==> src/rtl/pipeline_ctrl_pkg.sv <==
// Shared types for the pipeline sequencer: PC source select, controller state and the
// bundled per-cycle control word, plus constructors for the common control patterns.
package pipeline_ctrl_pkg;

  typedef enum logic [1:0] {
    PcSeq    = 2'd0,
    PcJump   = 2'd1,
    PcJr     = 2'd2,
    PcBranch = 2'd3
  } pc_sel_t;

  typedef enum logic [1:0] {
    StRun,
    StLuStall,
    StDrain,
    StHalted
  } ctrl_state_t;

  typedef struct packed {
    logic    pc_en;
    pc_sel_t pc_sel;
    logic    ifid_en;
    logic    idex_en;
    logic    exmem_en;
    logic    memwb_en;
    logic    ifid_flush;
    logic    idex_flush;
    logic    exmem_flush;
  } ctrl_out_t;

  // Everything frozen: no latch moves, PC holds.
  function automatic ctrl_out_t ctrl_idle();
    ctrl_out_t c;
    c = '0;
    c.pc_sel = PcSeq;
    return c;
  endfunction

  // Every latch advances and the PC loads from the given source.
  function automatic ctrl_out_t ctrl_all_en(input pc_sel_t sel);
    ctrl_out_t c;
    c = '0;
    c.pc_en    = 1'b1;
    c.pc_sel   = sel;
    c.ifid_en  = 1'b1;
    c.idex_en  = 1'b1;
    c.exmem_en = 1'b1;
    c.memwb_en = 1'b1;
    return c;
  endfunction

  // Load-use bubble: hold PC and IF/ID, inject a NOP into ID/EX.
  function automatic ctrl_out_t ctrl_lu_stall();
    ctrl_out_t c;
    c = ctrl_all_en(PcSeq);
    c.pc_en      = 1'b0;
    c.ifid_en    = 1'b0;
    c.idex_flush = 1'b1;
    return c;
  endfunction

  // Taken branch resolved in MEM squashes the three younger instructions.
  function automatic ctrl_out_t ctrl_branch();
    ctrl_out_t c;
    c = ctrl_all_en(PcBranch);
    c.ifid_flush  = 1'b1;
    c.idex_flush  = 1'b1;
    c.exmem_flush = 1'b1;
    return c;
  endfunction

endpackage

==> src/rtl/pipeline_ctrl_if.sv <==
// Handshake bundle between the pipeline sequencer (ctrl), the datapath (dp) and a bench (tb).
interface pipeline_ctrl_if #(
  parameter int unsigned CNT_W = 16
);
  import pipeline_ctrl_pkg::*;

  logic             ihit;
  logic             dmem_req;
  logic             dhit;
  logic             load_use;
  logic             jump;
  logic             jr;
  logic             branch_taken;
  logic             halt_mem;

  logic             pc_en;
  pc_sel_t          pc_sel;
  logic             ifid_en;
  logic             idex_en;
  logic             exmem_en;
  logic             memwb_en;
  logic             ifid_flush;
  logic             idex_flush;
  logic             exmem_flush;
  logic             halt;
  logic [CNT_W-1:0] stall_cnt;

  modport ctrl (
    input  ihit, dmem_req, dhit, load_use, jump, jr, branch_taken, halt_mem,
    output pc_en, pc_sel, ifid_en, idex_en, exmem_en, memwb_en,
           ifid_flush, idex_flush, exmem_flush, halt, stall_cnt
  );

  modport dp (
    output ihit, dmem_req, dhit, load_use, jump, jr, branch_taken, halt_mem,
    input  pc_en, pc_sel, ifid_en, idex_en, exmem_en, memwb_en,
           ifid_flush, idex_flush, exmem_flush, halt, stall_cnt
  );

  modport tb (
    output ihit, dmem_req, dhit, load_use, jump, jr, branch_taken, halt_mem,
    input  pc_en, pc_sel, ifid_en, idex_en, exmem_en, memwb_en,
           ifid_flush, idex_flush, exmem_flush, halt, stall_cnt
  );

endinterface

==> src/rtl/pipeline_ctrl_sat_counter.sv <==
// Up-counter with synchronous clear that sticks at all-ones instead of wrapping.
module pipeline_ctrl_sat_counter #(
  parameter int unsigned Width = 16
) (
  input  logic             clk,
  input  logic             clr,
  input  logic             en,
  output logic [Width-1:0] q
);

  logic [Width-1:0] q_q;

  always_ff @(posedge clk) begin
    if (clr) begin
      q_q <= '0;
    end else if (en && (q_q != '1)) begin
      q_q <= q_q + Width'(1);
    end
  end

  assign q = q_q;

endmodule

==> src/rtl/pipeline_ctrl.sv <==
// Stall/flush sequencer for the 5-stage pipeline: arbitrates cache misses, halt, redirects
// and load-use bubbles into per-latch enables/flushes and the PC source select.
module pipeline_ctrl
  import pipeline_ctrl_pkg::*;
#(
  parameter int unsigned LU_STALL_CYCLES = 1,
  parameter int unsigned CNT_W           = 16
) (
  input  logic         CLK,
  input  logic         nRST,
  pipeline_ctrl_if.ctrl bus
);

  localparam int unsigned LuW = (LU_STALL_CYCLES > 1) ? $clog2(LU_STALL_CYCLES) + 1 : 1;

  ctrl_state_t    state_q, state_d;
  logic [LuW-1:0] lu_cnt_q, lu_cnt_d;
  ctrl_out_t      ctl;
  logic           dmiss;
  logic           stall_en;

  // A pending data access freezes the whole pipe ahead of every other request.
  assign dmiss = bus.dmem_req && !bus.dhit;

  always_ff @(posedge CLK) begin
    if (!nRST) begin
      state_q  <= StRun;
      lu_cnt_q <= '0;
    end else begin
      state_q  <= state_d;
      lu_cnt_q <= lu_cnt_d;
    end
  end

  always_comb begin
    state_d  = state_q;
    lu_cnt_d = lu_cnt_q;
    unique case (state_q)
      StRun: begin
        if (dmiss) begin
          state_d = StRun;
        end else if (bus.halt_mem) begin
          state_d = StDrain;
        end else if (bus.branch_taken || bus.jr) begin
          state_d = StRun;
        end else if (bus.load_use && (LU_STALL_CYCLES > 1)) begin
          state_d  = StLuStall;
          lu_cnt_d = LuW'(LU_STALL_CYCLES - 1);
        end
      end
      StLuStall: begin
        if (dmiss) begin
          state_d = StLuStall;
        end else if (bus.branch_taken || (lu_cnt_q <= LuW'(1))) begin
          state_d  = StRun;
          lu_cnt_d = '0;
        end else begin
          lu_cnt_d = lu_cnt_q - LuW'(1);
        end
      end
      StDrain:  state_d = StHalted;
      StHalted: state_d = StHalted;
      default:  state_d = StRun;
    endcase
  end

  always_comb begin
    ctl = ctrl_idle();
    if (nRST) begin
      unique case (state_q)
        StRun: begin
          if (dmiss) begin
            ctl = ctrl_idle();
          end else if (bus.halt_mem) begin
            ctl.exmem_en    = 1'b1;
            ctl.exmem_flush = 1'b1;
            ctl.memwb_en    = 1'b1;
          end else if (bus.branch_taken) begin
            ctl = ctrl_branch();
          end else if (bus.jr) begin
            ctl            = ctrl_all_en(PcJr);
            ctl.ifid_flush = 1'b1;
            ctl.idex_flush = 1'b1;
          end else if (bus.load_use) begin
            ctl = ctrl_lu_stall();
          end else if (bus.jump) begin
            ctl            = ctrl_all_en(PcJump);
            ctl.ifid_flush = 1'b1;
          end else if (!bus.ihit) begin
            ctl            = ctrl_all_en(PcSeq);
            ctl.pc_en      = 1'b0;
            ctl.ifid_flush = 1'b1;
          end else begin
            ctl = ctrl_all_en(PcSeq);
          end
        end
        StLuStall: begin
          if (dmiss) begin
            ctl = ctrl_idle();
          end else if (bus.branch_taken) begin
            ctl = ctrl_branch();
          end else begin
            ctl = ctrl_lu_stall();
          end
        end
        StDrain:  ctl.memwb_en = 1'b1;
        StHalted: ctl = ctrl_idle();
        default:  ctl = ctrl_idle();
      endcase
    end
  end

  assign bus.pc_en       = ctl.pc_en;
  assign bus.pc_sel      = ctl.pc_sel;
  assign bus.ifid_en     = ctl.ifid_en;
  assign bus.idex_en     = ctl.idex_en;
  assign bus.exmem_en    = ctl.exmem_en;
  assign bus.memwb_en    = ctl.memwb_en;
  assign bus.ifid_flush  = ctl.ifid_flush;
  assign bus.idex_flush  = ctl.idex_flush;
  assign bus.exmem_flush = ctl.exmem_flush;
  assign bus.halt        = nRST && (state_q == StHalted);

  // Only count stalls of a live CPU; drain and halt are not stalls.
  assign stall_en = nRST && ((state_q == StRun) || (state_q == StLuStall)) && !ctl.pc_en;

  pipeline_ctrl_sat_counter #(
    .Width (CNT_W)
  ) u_stall_cnt (
    .clk (CLK),
    .clr (!nRST),
    .en  (stall_en),
    .q   (bus.stall_cnt)
  );

endmodule

==> src/flat_wrapper.sv <==
// flat-port wrapper written by rule: the top's interface ports become plain ports
module pipeline_ctrl_flat import pipeline_ctrl_pkg::*;
#(
  parameter int unsigned LU_STALL_CYCLES = 1,
  parameter int unsigned CNT_W           = 16
)
  (CLK, nRST, bus_ihit, bus_dmem_req, bus_dhit, bus_load_use, bus_jump, bus_jr, bus_branch_taken, bus_halt_mem, bus_pc_en, bus_pc_sel, bus_ifid_en, bus_idex_en, bus_exmem_en, bus_memwb_en, bus_ifid_flush, bus_idex_flush, bus_exmem_flush, bus_halt, bus_stall_cnt);
  pipeline_ctrl_if #(.CNT_W(CNT_W)) bus_i ();
  input  logic CLK;
  input  logic nRST;
  input wire logic [$bits(bus_i.ihit)-1:0] bus_ihit;
  input wire logic [$bits(bus_i.dmem_req)-1:0] bus_dmem_req;
  input wire logic [$bits(bus_i.dhit)-1:0] bus_dhit;
  input wire logic [$bits(bus_i.load_use)-1:0] bus_load_use;
  input wire logic [$bits(bus_i.jump)-1:0] bus_jump;
  input wire logic [$bits(bus_i.jr)-1:0] bus_jr;
  input wire logic [$bits(bus_i.branch_taken)-1:0] bus_branch_taken;
  input wire logic [$bits(bus_i.halt_mem)-1:0] bus_halt_mem;
  output wire logic [$bits(bus_i.pc_en)-1:0] bus_pc_en;
  output wire logic [$bits(bus_i.pc_sel)-1:0] bus_pc_sel;
  output wire logic [$bits(bus_i.ifid_en)-1:0] bus_ifid_en;
  output wire logic [$bits(bus_i.idex_en)-1:0] bus_idex_en;
  output wire logic [$bits(bus_i.exmem_en)-1:0] bus_exmem_en;
  output wire logic [$bits(bus_i.memwb_en)-1:0] bus_memwb_en;
  output wire logic [$bits(bus_i.ifid_flush)-1:0] bus_ifid_flush;
  output wire logic [$bits(bus_i.idex_flush)-1:0] bus_idex_flush;
  output wire logic [$bits(bus_i.exmem_flush)-1:0] bus_exmem_flush;
  output wire logic [$bits(bus_i.halt)-1:0] bus_halt;
  output wire logic [$bits(bus_i.stall_cnt)-1:0] bus_stall_cnt;
  assign bus_i.ihit = bus_ihit;
  assign bus_i.dmem_req = bus_dmem_req;
  assign bus_i.dhit = bus_dhit;
  assign bus_i.load_use = bus_load_use;
  assign bus_i.jump = bus_jump;
  assign bus_i.jr = bus_jr;
  assign bus_i.branch_taken = bus_branch_taken;
  assign bus_i.halt_mem = bus_halt_mem;
  assign bus_pc_en = bus_i.pc_en;
  assign bus_pc_sel = bus_i.pc_sel;
  assign bus_ifid_en = bus_i.ifid_en;
  assign bus_idex_en = bus_i.idex_en;
  assign bus_exmem_en = bus_i.exmem_en;
  assign bus_memwb_en = bus_i.memwb_en;
  assign bus_ifid_flush = bus_i.ifid_flush;
  assign bus_idex_flush = bus_i.idex_flush;
  assign bus_exmem_flush = bus_i.exmem_flush;
  assign bus_halt = bus_i.halt;
  assign bus_stall_cnt = bus_i.stall_cnt;
  pipeline_ctrl #(.LU_STALL_CYCLES(LU_STALL_CYCLES), .CNT_W(CNT_W)) u_core (.CLK(CLK), .nRST(nRST), .bus(bus_i));
endmodule
==> config.mk <==
export PLATFORM = sky130hd
export DESIGN_NAME = pipeline_ctrl_flat
export DESIGN_NICKNAME = d
export VERILOG_FILES = /design/src/rtl/pipeline_ctrl_pkg.sv /design/src/rtl/pipeline_ctrl_if.sv /design/src/rtl/pipeline_ctrl_sat_counter.sv /design/src/rtl/pipeline_ctrl.sv /design/src/flat_wrapper.sv
export SDC_FILE = /design/constraint.sdc
export NUM_CORES = 1
export LEC_CHECK = 0
export CORE_MARGIN = 2
export CORE_UTILIZATION = 35
export DETAILED_ROUTE_END_ITERATION = 6
export GPL_TIMING_DRIVEN = 0
export PLACE_DENSITY = 0.65
export SLEW_MARGIN = 15
export SYNTH_ARGS = -nofsm -noshare
export SYNTH_HDL_FRONTEND = slang
export SYNTH_SLANG_ARGS = --single-unit
==> constraint.sdc <==
create_clock -name CLK -period 2.33 [get_ports CLK]
set_input_delay 0.466 -clock CLK [delete_from_list [all_inputs] [get_ports CLK]]
set_output_delay 0.466 -clock CLK [all_outputs]
set_load 0.01 [all_outputs]
# [Word level (Yosys, flattened, before mapping)]
# Cells that the tools add are included.
[classes] magnitude_cmp=1 mux=23 div=0 reduce_logical=14 eq_ne=6 shift=0 addsub=2 n_mul=0 n_bitwise=1
[op_table] op="10-bit 2-to-1 mux" count=9
[op_table] op="16-bit by 1-bit adder with 16-bit output (second input constant)" count=1
[op_table] op="16-bit != test (second input constant)" count=1
[op_table] op="2-bit 2-to-1 mux" count=7
[op_table] op="6-bit case mux with 2 select lines" count=1
[op_table] op="2-bit case mux with 3 select lines" count=1
[op_table] op="3-bit case mux with 2 select lines" count=1
[op_table] op="1-bit logical AND" count=5
[op_table] op="5-bit 2-to-1 mux" count=1
[op_table] op="2-bit == test (second input constant)" count=2
[op_table] op="4-bit by 2-bit != test with 1-bit output (second input constant)" count=1
[op_table] op="1-bit case mux with 4 select lines" count=1
[op_table] op="2-bit AND reduction" count=2
[op_table] op="1-bit logical OR" count=3
[op_table] op="3-bit by 1-bit != test with 1-bit output (second input constant)" count=1
[op_table] op="2-bit by 1-bit == test with 1-bit output (second input constant)" count=1
[op_table] op="1-bit zero test" count=2
[op_table] op="2-bit zero test" count=1
[op_table] op="1-bit 2-to-1 mux" count=2
[op_table] op="2-bit OR reduction" count=1
[op_table] op="1-bit less-or-equal comparator (second input constant)" count=1
[op_table] op="1-bit NOT" count=1
[op_table] op="1-bit subtractor (second input constant)" count=1
[word_totals] latchBits=0 memories=0 mem_bits_rw=0 in_bits=10 romBits=0 elab_cells=50 regBits=19

# [Depth between registers and ports, before layout]
[depth] depth_word=12 depth_mapped=8 depth_no_buf=6

# [Cells and area by module]
# Synthesis repeated with hierarchy kept, for this count alone.
[unflattened] cells_unflattened=136 area_unflattened_um2=1082.3
[by_module_without_submodules] mod="pipeline_ctrl_sat_counter" area_each_um2=848.3 cells_each=99 n_inst=1 seq_area_each_um2=320.3
[by_module_without_submodules] mod="pipeline_ctrl" area_each_um2=234.0 cells_each=37 n_inst=1 seq_area_each_um2=40.0

# [Least setup slack after synthesis]
# No wires, ideal clock.
[synth_path] path_kind="input -> register" from="in bus_jump" to="reg u_core.u_stall_cnt.q_q[11], in the netlist u_core.u_stall_cnt.q[11]" required_time_ns=2.259 setup_time_ns=0.071 path_buffers=1 arrival_ns=2.049 setup_slack_ns=0.210 cell_stages=6 cell_sequence="o21ba_1 o311a_1 or3_1 buf_2 or4_1 a21oi_1"
[synth_via] elab_chain_cells=11
[synth_lines] element="start: declaration" line_no="flat_wrapper.sv:15" text="input wire logic [$bits(bus_i.jump)-1:0] bus_jump;"
[synth_lines] element="10-bit 2-to-1 mux" line_no="pipeline_ctrl.sv:86" text="end else if (bus.jump) begin"
[synth_lines] element="10-bit 2-to-1 mux" line_no="pipeline_ctrl.sv:84" text="end else if (bus.load_use) begin"
[synth_lines] element="10-bit 2-to-1 mux" line_no="pipeline_ctrl.sv:80" text="end else if (bus.jr) begin"
[synth_lines] element="10-bit 2-to-1 mux" line_no="pipeline_ctrl.sv:78" text="end else if (bus.branch_taken) begin"
[synth_lines] element="5-bit 2-to-1 mux" line_no="pipeline_ctrl.sv:74" text="end else if (bus.halt_mem) begin"
[synth_lines] element="10-bit 2-to-1 mux" line_no="pipeline_ctrl.sv:72" text="if (dmiss) begin"
[synth_lines] element="6-bit case mux with 2 select lines" line_no="pipeline_ctrl.sv:70" text="unique case (state_q)"
[synth_lines] element="10-bit 2-to-1 mux" line_no="pipeline_ctrl.sv:69" text="if (nRST) begin"
[synth_lines] element="1-bit zero test" line_no="pipeline_ctrl.sv:125" text="assign stall_en = nRST && ((state_q == StRun) || (state_q == StLuStall)) && !ctl.pc_en;"
[synth_lines] element="1-bit logical AND" line_no="pipeline_ctrl.sv:125"
[synth_lines] element="1-bit logical AND" line_no="pipeline_ctrl_sat_counter.sv:16" text="end else if (en && (q_q != '1)) begin"
[synth_lines] element="end signal: assignment" line_no="pipeline_ctrl_sat_counter.sv:17" text="q_q <= q_q + Width'(1);"
[synth_lines] element="end: declaration" line_no="pipeline_ctrl_sat_counter.sv:11" text="logic [Width-1:0] q_q;"
# No other way between the ends.
# A chain may end at the register's enable or synchronous reset.

# [Final worst setup path]
[layout_path] from="in bus_load_use" to="reg u_core.u_stall_cnt.q_q[6], in the netlist u_core.u_stall_cnt.q[6]"
[layout_via] elab_chain_cells=10
[layout_lines] element="start: declaration" line_no="flat_wrapper.sv:14" text="input wire logic [$bits(bus_i.load_use)-1:0] bus_load_use;"
[layout_lines] element="10-bit 2-to-1 mux" line_no="pipeline_ctrl.sv:84"
[layout_lines] element="10-bit 2-to-1 mux" line_no="pipeline_ctrl.sv:80"
[layout_lines] element="10-bit 2-to-1 mux" line_no="pipeline_ctrl.sv:78"
[layout_lines] element="5-bit 2-to-1 mux" line_no="pipeline_ctrl.sv:74"
[layout_lines] element="10-bit 2-to-1 mux" line_no="pipeline_ctrl.sv:72"
[layout_lines] element="6-bit case mux with 2 select lines" line_no="pipeline_ctrl.sv:70"
[layout_lines] element="10-bit 2-to-1 mux" line_no="pipeline_ctrl.sv:69"
[layout_lines] element="1-bit zero test" line_no="pipeline_ctrl.sv:125"
[layout_lines] element="1-bit logical AND" line_no="pipeline_ctrl.sv:125"
[layout_lines] element="1-bit logical AND" line_no="pipeline_ctrl_sat_counter.sv:16"
# No other way between the ends.

==> impl_results.md <==
- Status: finished clean
- Post-DP HPWL: around 2000 um
- Power Dens Cells: 428.3 mW/mm^2
- Area grow syn2layout: 50.49%
- Lkg Pwr: 0.6533 nW
- Utilization after layout: between 50% and 60%
- Number of synthesized flops with an enable pin: 0
- DRC Markers: 0
- First-pass GRT wire length: ~4800 um
- IO Port Bufs: 35
- Die Area: 0.003358 mm^2
- Worst VDD drop: 0.3348 mV
- Congestion Overflow GR: 0
- Final Cycle Share: 95.24%
- Hold Path Class: primary input to flop
- CTS tree: yes
- Ys async rst share: 0%
- WS Path Type: primary input to flop
- Max stage delay on crit path: 370 ps
- Via count: 1158
- Syn Inst Count: approximately 130
- Ys flop type: dfxtp_1
- Fill count: 268
- Via-to-Cell Ratio: 5.649
- Skew final: 11.29 ps
- Placement-stage cell area: 0.001408 mm^2
- RePlAce Congestion: 0.7038
- Unique masters post-synth: 29
- Final cell count without fillers: slightly above 200
- Placed Instances: 199
- Chip width: 57.95 um
- Crit-path max FO: 10
- Design Power: 0.0006565 W
- Slowest stage cell, crit path: or3_1
- Fin crit period: approximately 2200 ps
- Final wirelength: 2861 um
- Synth top area cells: dfxtp_1 35%, a21oi_1 6.4%, nand2_1 5.9%, nor2_1 5.5%, mux2i_1 4.9%
- Top-count cell post-synth: dfxtp_1
- Syn Nets: 144
- CP Cell Sequence: dlygate4sd2_1, o21ba_4, o311a_1, or3_1, buf_4, buf_4, or3_1, a21oi_2
- Top cell type by total area after synthesis: dfxtp_1
- Io pins: 37
- Syn Area/Cell: 7.658 um^2
- Final-report setup violation count: 0
- Post-synth top cells: 18 x dfxtp_1, 16 x nand2_1, 15 x nor2_1
- Worst Setup End Kind: flop
- Die height: 57.95 um
- Slew Limit Fails: 0
- DR pass1 iterations: 4
- CTS Buffer Depth: 2
- Clock Latency Late Sink: 300 ps
- Initial antenna violation count: 0
- Finished Cell Area: 0.001533 mm^2
- Worst setup SP type: primary input
- Row cnt: 19
- Achievable Freq: 0.4507 GHz
- Core footprint: 0.002758 mm^2
- Antenna cell count: 0
- Relative slew slack: 50.26%
- Worst-margin pin slew: roughly 740 ps
- Post-DRT Antenna Nets: 0
- DRT iter0 DRCs: 29
- # H-tree levels: 1
- Initial Util: between 30% and 40%
- Total global-route track usage: between 10% and 20%
- Mapped Area: 0.001018 mm^2
- Wire length per cell: 13.96 um
- Share of post-route cells with drive strength above 1: 10.34%
- Synth Warn #: 0
- Cts bufs inserted: 3
- Synth top area share: about 35%
- Sequential share of the synthesized area: 35.38%
- Clk slew on worst S/H paths: 110 ps
- RSZ-0062 raised after global routing: false
- Pin count of the biggest net entering global routing: 11
- Max-Cap Viols: 0
- FF+latch count, synth: 18
- Final hold vios: 0
- Layout Nets: around 190
- Worst EP arrival: roughly 2500 ps
- Vias in the first global route: 1087
- Clk sinks: 18
- CP Data Required Time: 2580 ps
- Clk root buf: clkbuf_4
[what timing repair did]
action	CTS	global route
pin swaps	1	2
endpoints found under the setup margin	14	12
setup buffers	2	0
gates resized for setup	13	22
hold buffers	0	0
[where the power goes]
| group | switching, W | internal [W] | leakage, nW |
|---|---|---|---|
| Combinational | 0.0000666 | 0.0000658 | 0.487 |
| Sequential | 0.0000108 | 0.000314 | 0.146 |
| Clock | 0.000104 | 0.0000954 | 0.0210 |
[placed cells by master, fill, tap and decap left out, drive strengths merged]
| cell type | synthesis | final |
|---|---|---|
| o31ai | 6 | 6 |
| mux2i | 5 | 5 |
| dlygate4sd2 | 0 | 8 |
| xnor2 | 1 | 1 |
| nor2 | 15 | 15 |
| nor2b | 2 | 2 |
| clkdlybuf4s50 | 0 | 20 |
| and3 | 2 | 2 |
| nor3 | 3 | 3 |
| dfxtp | 18 | 18 |
| o311a | 2 | 2 |
| or4 | 6 | 6 |
| nand2 | 16 | 16 |
| buf | 3 | 5 |
| a2111oi | 1 | 1 |
| nand4 | 6 | 6 |
| ha | 1 | 1 |
| a21o | 1 | 1 |
| or3 | 5 | 5 |
| inv | 5 | 5 |
| and4 | 1 | 1 |
| nand2b | 3 | 3 |
| nand3 | 6 | 6 |
| clkbuf | 1 | 5 |
| nor4 | 2 | 2 |
| o21a | 1 | 1 |
| o21ba | 1 | 1 |
| dlymetal6s2s | 0 | 7 |
| o211a | 1 | 1 |
| o21ai | 4 | 4 |
| o21bai | 2 | 2 |
| a21oi | 13 | 13 |
[final timing paths]
kind / startpoint / endpoint / slack (ps) / depth (start not counted)
worst min register to register: u_core.u_stall_cnt.q[1]$_SDFFE_PN0P_ / u_core.u_stall_cnt.q[1]$_SDFFE_PN0P_ / 530 / 2
worst max register to register: u_core.state_q[0]$_SDFFE_PN0P_ / u_core.u_stall_cnt.q[6]$_SDFFE_PN0P_ / 320 / 7
worst max-delay path: bus_load_use / u_core.u_stall_cnt.q[6]$_SDFFE_PN0P_ / 110 / 8
worst min-delay path: nRST / u_core.u_stall_cnt.q[12]$_SDFFE_PN0P_ / 470 / 2
[per-stage QoR]
step	setup WS (ps)	hold WS (ps)	setup TNS, ps
2_1_floorplan	210.3	497.6	0
3_3_place_gp	-409.2	479.6	-6059
3_5_place_dp	-421.9	511.5	-6208
4_1_cts	-95.85	475.0	-160.7
5_1_grt	42.60	474.1	0
6_report	111.0	473.9	0
[kinds of logic (layout without fill, tap and decap cells)]
family                     Yosys count  in the layout  share of synthesized area (%)
DFF                                 18             18                          35.38
muxes                                5              5                          4.914
and+or+nand+nor                     67             67                          33.41
xor gates and xnor gates             1              1                         0.8601
buffers and inverters                9             50                          3.685
adders and majority gates            1              1                          1.228
AOI/OAI and AO/OA                   32             32                          20.52
[registers in the layout (all words and copies together), names as in the netlist]
signal                count
u_core.state_q            2
u_core.u_stall_cnt.q     16
[worst max-delay path: cells and delay by family]
family	cells	cell delay [ps]
buf+inv	3	660
simple gates	2	700
compound gates	3	650
[per-layer routing]
layer  wire [um]  part of all wire, %  GRT usage, %  vias up
met5           0                    0             0        -
met4           0                    0         1.993        0
met3         128                  4.5         4.241        0
met2        1407                   49         30.03       29
met1        1324                   46         23.24      556
li1            -                    -             -      573
[layout make-up]
| cell class | count | area [um^2] | area share (%) |
|---|---|---|---|
| inverter | 5 | 18.77 | 1.224 |
| buffer | 4 | 25.02 | 1.633 |
| sequential | 18 | 360.3 | 23.51 |
| timing repair buffer | 37 | 372.9 | 24.33 |
| tap | 31 | 38.79 | 2.531 |
| multi-input combinational | 106 | 680.7 | 44.41 |
| clock buffer | 4 | 36.28 | 2.367 |
Power figures use the tool's default switching activity.
